File: src/rtl/inv_subbytes_seq.sv
// ============================================================================
// Module      : inv_subbytes_seq
// Description : Sequential AES InvSubBytes engine. Runs LANES inverse S-box
//               lookups per cycle over the 16 state bytes, so one state takes
//               16/LANES passes. Valid/ready handshake on input and output.
//               Optional macro INV_SBOX_REGISTERED_EN registers the ROM
//               outputs. This adds a DRAIN state and one cycle of latency.
// Revision    : 1.0 - initial release
// ============================================================================
`default_nettype none

module inv_subbytes_seq #(
    parameter int LANES = 4
) (
    input  logic         clk,
    input  logic         reset,
    input  logic         in_valid,
    output logic         in_ready,
    input  logic [127:0] state_in,
    output logic         out_valid,
    input  logic         out_ready,
    output logic [127:0] state_out,
    output logic         busy
);

    localparam int NGROUPS = 16 / LANES;
    localparam int CW      = (NGROUPS > 1) ? $clog2(NGROUPS) : 1;
    localparam int GW      = 8 * LANES;
    localparam logic [CW-1:0] c_LAST = CW'(NGROUPS - 1);

    // FIPS-197 inverse S-box, entry 0 in the most significant byte
    localparam logic [2047:0] c_INV_SBOX = {
        128'h52096ad53036a538bf40a39e81f3d7fb,
        128'h7ce339829b2fff87348e4344c4dee9cb,
        128'h547b9432a6c2233dee4c950b42fac34e,
        128'h082ea16628d924b2765ba2496d8bd125,
        128'h72f8f66486689816d4a45ccc5d65b692,
        128'h6c704850fdedb9da5e154657a78d9d84,
        128'h90d8ab008cbcd30af7e45805b8b34506,
        128'hd02c1e8fca3f0f02c1afbd0301138a6b,
        128'h3a9111414f67dcea97f2cfcef0b4e673,
        128'h96ac7422e7ad3585e2f937e81c75df6e,
        128'h47f11a711d29c5896fb7620eaa18be1b,
        128'hfc563e4bc6d279209adbc0fe78cd5af4,
        128'h1fdda8338807c731b11210592780ec5f,
        128'h60517fa919b54a0d2de57a9f93c99cef,
        128'ha0e03b4dae2af5b0c8ebbb3c83539961,
        128'h172b047eba77d626e169146355210c7d
    };

    function automatic logic [7:0] inv_sbox(input logic [7:0] x);
        return c_INV_SBOX[2047 - 8 * int'(x) -: 8];
    endfunction

    generate
        if (LANES != 1 && LANES != 2 && LANES != 4 && LANES != 8 && LANES != 16) begin : g_lanes_check
            $error("inv_subbytes_seq: LANES must be 1, 2, 4, 8 or 16");
        end
    endgenerate

    typedef enum logic [1:0] {
        S_IDLE  = 2'd0,
        S_BUSY  = 2'd1,
        S_DRAIN = 2'd2,
        S_DONE  = 2'd3
    } state_t;

    state_t r_state;
    state_t w_state_nxt;

    // Group 0 occupies the most significant GW bits, lane 0 the top byte of a group
    logic [0:NGROUPS-1][GW-1:0] r_work;
    logic [0:NGROUPS-1][GW-1:0] w_work_nxt;
    logic [CW-1:0]              r_cnt;
    logic [CW-1:0]              w_cnt_nxt;
    logic [GW-1:0]              w_lut;

    // One ROM per lane, looking up the group selected by the counter
    generate
        for (genvar l = 0; l < LANES; l++) begin : g_lane
            assign w_lut[GW-1-8*l -: 8] = inv_sbox(r_work[r_cnt][GW-1-8*l -: 8]);
        end
    endgenerate

`ifdef INV_SBOX_REGISTERED_EN
    logic [GW-1:0] r_lut;
    logic [CW-1:0] r_wb_grp;
    logic          r_lut_vld;

    // Pipeline the lookup result and remember which group it belongs to
    always_ff @(posedge clk or negedge reset) begin
        if (!reset) begin
            r_lut     <= '0;
            r_wb_grp  <= '0;
            r_lut_vld <= 1'b0;
        end else if (r_state == S_BUSY) begin
            r_lut     <= w_lut;
            r_wb_grp  <= r_cnt;
            r_lut_vld <= 1'b1;
        end else begin
            r_lut_vld <= 1'b0;
        end
    end
`endif

    // Next-state, counter and work-register update
    always_comb begin
        w_state_nxt = r_state;
        w_work_nxt  = r_work;
        w_cnt_nxt   = r_cnt;
`ifdef INV_SBOX_REGISTERED_EN
        // A lookup made on the previous edge lands one edge later
        if (r_lut_vld) begin
            w_work_nxt[r_wb_grp] = r_lut;
        end
`endif
        case (r_state)
            S_IDLE: begin
                if (in_valid) begin
                    w_work_nxt  = state_in;
                    w_cnt_nxt   = '0;
                    w_state_nxt = S_BUSY;
                end
            end
            S_BUSY: begin
`ifndef INV_SBOX_REGISTERED_EN
                w_work_nxt[r_cnt] = w_lut;
`endif
                if (r_cnt == c_LAST) begin
`ifdef INV_SBOX_REGISTERED_EN
                    w_state_nxt = S_DRAIN;
`else
                    w_state_nxt = S_DONE;
`endif
                end else begin
                    w_cnt_nxt = r_cnt + 1'b1;
                end
            end
            S_DRAIN: begin
                w_state_nxt = S_DONE;
            end
            S_DONE: begin
                if (out_ready) begin
                    w_state_nxt = S_IDLE;
                end
            end
            default: begin
                w_state_nxt = S_IDLE;
            end
        endcase
    end

    // State, counter and work register
    always_ff @(posedge clk or negedge reset) begin
        if (!reset) begin
            r_state <= S_IDLE;
            r_work  <= '0;
            r_cnt   <= '0;
        end else begin
            r_state <= w_state_nxt;
            r_work  <= w_work_nxt;
            r_cnt   <= w_cnt_nxt;
        end
    end

    assign in_ready  = (r_state == S_IDLE);
    assign out_valid = (r_state == S_DONE);
    assign busy      = (r_state == S_BUSY) || (r_state == S_DRAIN);
    // Only a finished state is exposed; partial results never reach the port
    assign state_out = (r_state == S_DONE) ? r_work : 128'h0;

endmodule

`default_nettype wire

File: config.mk
export PLATFORM = sky130hd
export DESIGN_NAME = inv_subbytes_seq
export DESIGN_NICKNAME = d
export VERILOG_FILES = /design/src/rtl/inv_subbytes_seq.sv
export SDC_FILE = /design/constraint.sdc
export NUM_CORES = 1
export LEC_CHECK = 0
export CAP_MARGIN = 15
export CORE_UTILIZATION = 39
export DETAILED_ROUTE_END_ITERATION = 8
export SYNTH_ARGS = -nofsm -noshare
export SYNTH_HDL_FRONTEND = slang
export SYNTH_SLANG_ARGS = --single-unit
File: constraint.sdc
create_clock -name clk -period 8.4 [get_ports clk]
set_input_delay 1.68 -clock clk [delete_from_list [all_inputs] [get_ports clk]]
set_output_delay 1.68 -clock clk [all_outputs]
set_load 0.01 [all_outputs]
==> reports/qor.yml <==
placement:
  io_buffers: 262
  post_dp_cell_area_sq_um: 23500
  hpwlAfterDp_um: 80700
  gp_congestion: 1.06
layout:
  layout.nets: 3150
  final_core_util_pct: 44.8
  final_common_cell: "a21oi_1"
  area_growth_pct: 13.5
  final_layout_size_suffix_gt1_share_pct: 6.19
  layout_common_cells: "a21oi_1 (318), clkdlybuf4s50_1 (261), nand2_1 (230)"
  final_cell_area_sq_um: 24100
routing:
  drt_iter0_markers: 5295
  routed_wl_um: 119000
  drc: 0
  antenna_left: 0
  first_pass_iters: 7
  routed_via_density: 7.56
  vias: 27500
  routedWlPerCell_um: 32.6
critical_path:
  start_kind: "flop"
  r2r_end: "r_work[52]"
  critical_path.startpoint: "r_cnt[0]"
  r2r_start: "r_cnt[0]"
  crit_type: "reg -> reg"
  cp_max_fo: 45
  crit_required_ps: 8660
  endpoint: "r_work[52]"
  cp.arrival_ps: 6120
  ff2ff_setup_slack_ps: 2540
  rr_worst_depth: 12
  cp-end-kind: "flop"
cts:
  cts_buffer_depth: 2
  tritoncts: "done"
  clk_latency_ps: 440
  cts-resized-gates: 0
  cts.sinks: 132
  path_clk_slew_ps: 60
  holdBufCountCts: 0
  numCtsBuffers: 17
  root_buffer: "clkbuf_16"
  cts_max_level: 4
  cts_setup_buffers: 0
global_routing:
  grt_pass1_vias: 25000
  grt_max_degree: 131
  grt_pass1_wl_um: 173000
  gr-total-overflow: 0
  antenna_found_initial: 10
  grtUsageTotal_pct: 40.8
timing:
  slew_viol_final: 0
  finalHoldViolCount: 0
  fmax_ghz: 0.171
  max_slew_margin_pct: 24.2
  fin_crit_ps: 5860
  tightest_slew_ps: 1130
  setup_violations: 0
  fin_crit_sh_pct: 69.7
  clock_skew_ps: 9.57
  finalSetupTns_ps: 0
  rsz0062_at_grt: "false"
synth:
  synth_area_sq_um: 21200
  yosysWarnings: 0
  synth.distinct_cells: 90
  syn_inst: 2954
  seq_area_frac_synth_pct: 15.6
  ys_async_sr_fraction_pct: 100
  synth_edf_count: 0
  synth_seq_cells: 132
  synth-main-ff-cell: "dfrtp_1"
  synthesis.nets: 3174
  syn_avg_cell_area_sq_um: 7.19
outcome:
  status: "finished, final reports clean"
floorplan:
  ios: 263
  row_count: 85
  dieArea_sq_um: 55400
  die_h_um: 235
  core_area_sq_um: 53800
  die_w_um: 235
  initial_core_util_pct: 39.5
min_path:
  hold_class: "reg -> reg"
job:
  maxCapViolCount: 0
sequential cells by signal (all words and copies together), names as in the netlist:
register,count
r_work,128
r_state,2
r_cnt,2
layout make-up:
cell class                 count  area, sq um
fill                        5543        29700
clock buffer                  25          495
sequential                   132         3310
clock inverter                 5         50.0
multi-input combinational   2431        16200
tap                          696          871
inverter                      45          170
antenna                        3         7.51
timing repair buffer         303         2990
per-stage QoR:
stage	std cells	worst slack, ps	hold slack [ps]
CTS	3634	2730	585
global route	3637	2320	605
global placement	3603	2770	560
detailed placement	3604	2760	573
finish	3640	2540	587
floorplan	2954	4510	529
synthesized netlist by cell type (70+ instances only):
master / count / area, sq um
a211oi_1: 85 / 638
o21ai_0: 158 / 791
nand2_1: 231 / 867
buf_2: 105 / 526
dfrtp_1: 132 / 3300
nand3_1: 101 / 505
a21oi_1: 318 / 1590
clkbuf_1: 184 / 691
and2_1: 157 / 982
nor2_1: 218 / 818
nand2b_1: 79 / 494
o32ai_1: 83 / 727
ha_1: 88 / 1100
a31oi_1: 70 / 438
mux2i_1: 75 / 751
kinds of logic (layout without fill, tap and decap cells):
group	after synthesis	in the layout	share of synthesized area (%)
compound gates	1206	1206	39.3
xor+xnor	13	13	0.571
fa+ha+maj	88	88	5.18
buf+inv	391	378	8.42
flops	132	132	15.6
mux	124	124	7.59
other cells	0	3	0
simple gates	1000	1000	23.4
worst min-delay path by stage:
stage	startpoint	endpoint	slack [ps]	cells past startpoint
final	r_work[69]	r_work[69]	590	2
after global routing	r_work[69]	r_work[69]	600	2
after CTS	r_work[69]	r_work[69]	590	2
after detailed placement	r_work[69]	r_work[69]	570	2
after global placement	r_work[16]	r_work[16]	560	2
after floorplan	r_work[50]	r_work[50]	530	2
critical path: stages, from the launching register on:
cell and delay [ps]:
dfrtp_4 970, buf_4 530, mux4_2 860, inv_1 460, ha_1 640, inv_1 370
and3_1 310, o41ai_1 420, a31oi_1 110, a311oi_1 300, a311oi_1 120, a211oi_2 390
a31oi_1 140
metal layers:
layer | vias to the layer above | wire length [um] | global-route usage, % | share of wire, %
met1 | 13100 | 44900 | 54.6 | 38
li1 | 11300 | - | - | -
met5 | - | 81 | 0 | 0.068
met2 | 2603 | 49200 | 59.5 | 41
met3 | 498 | 16600 | 10.9 | 14
met4 | 12 | 7900 | 21.9 | 6.7
Power is left out: the tool's default activity adds up to more than one toggle a clock period on the data nets, which glitch-free logic cannot reach.
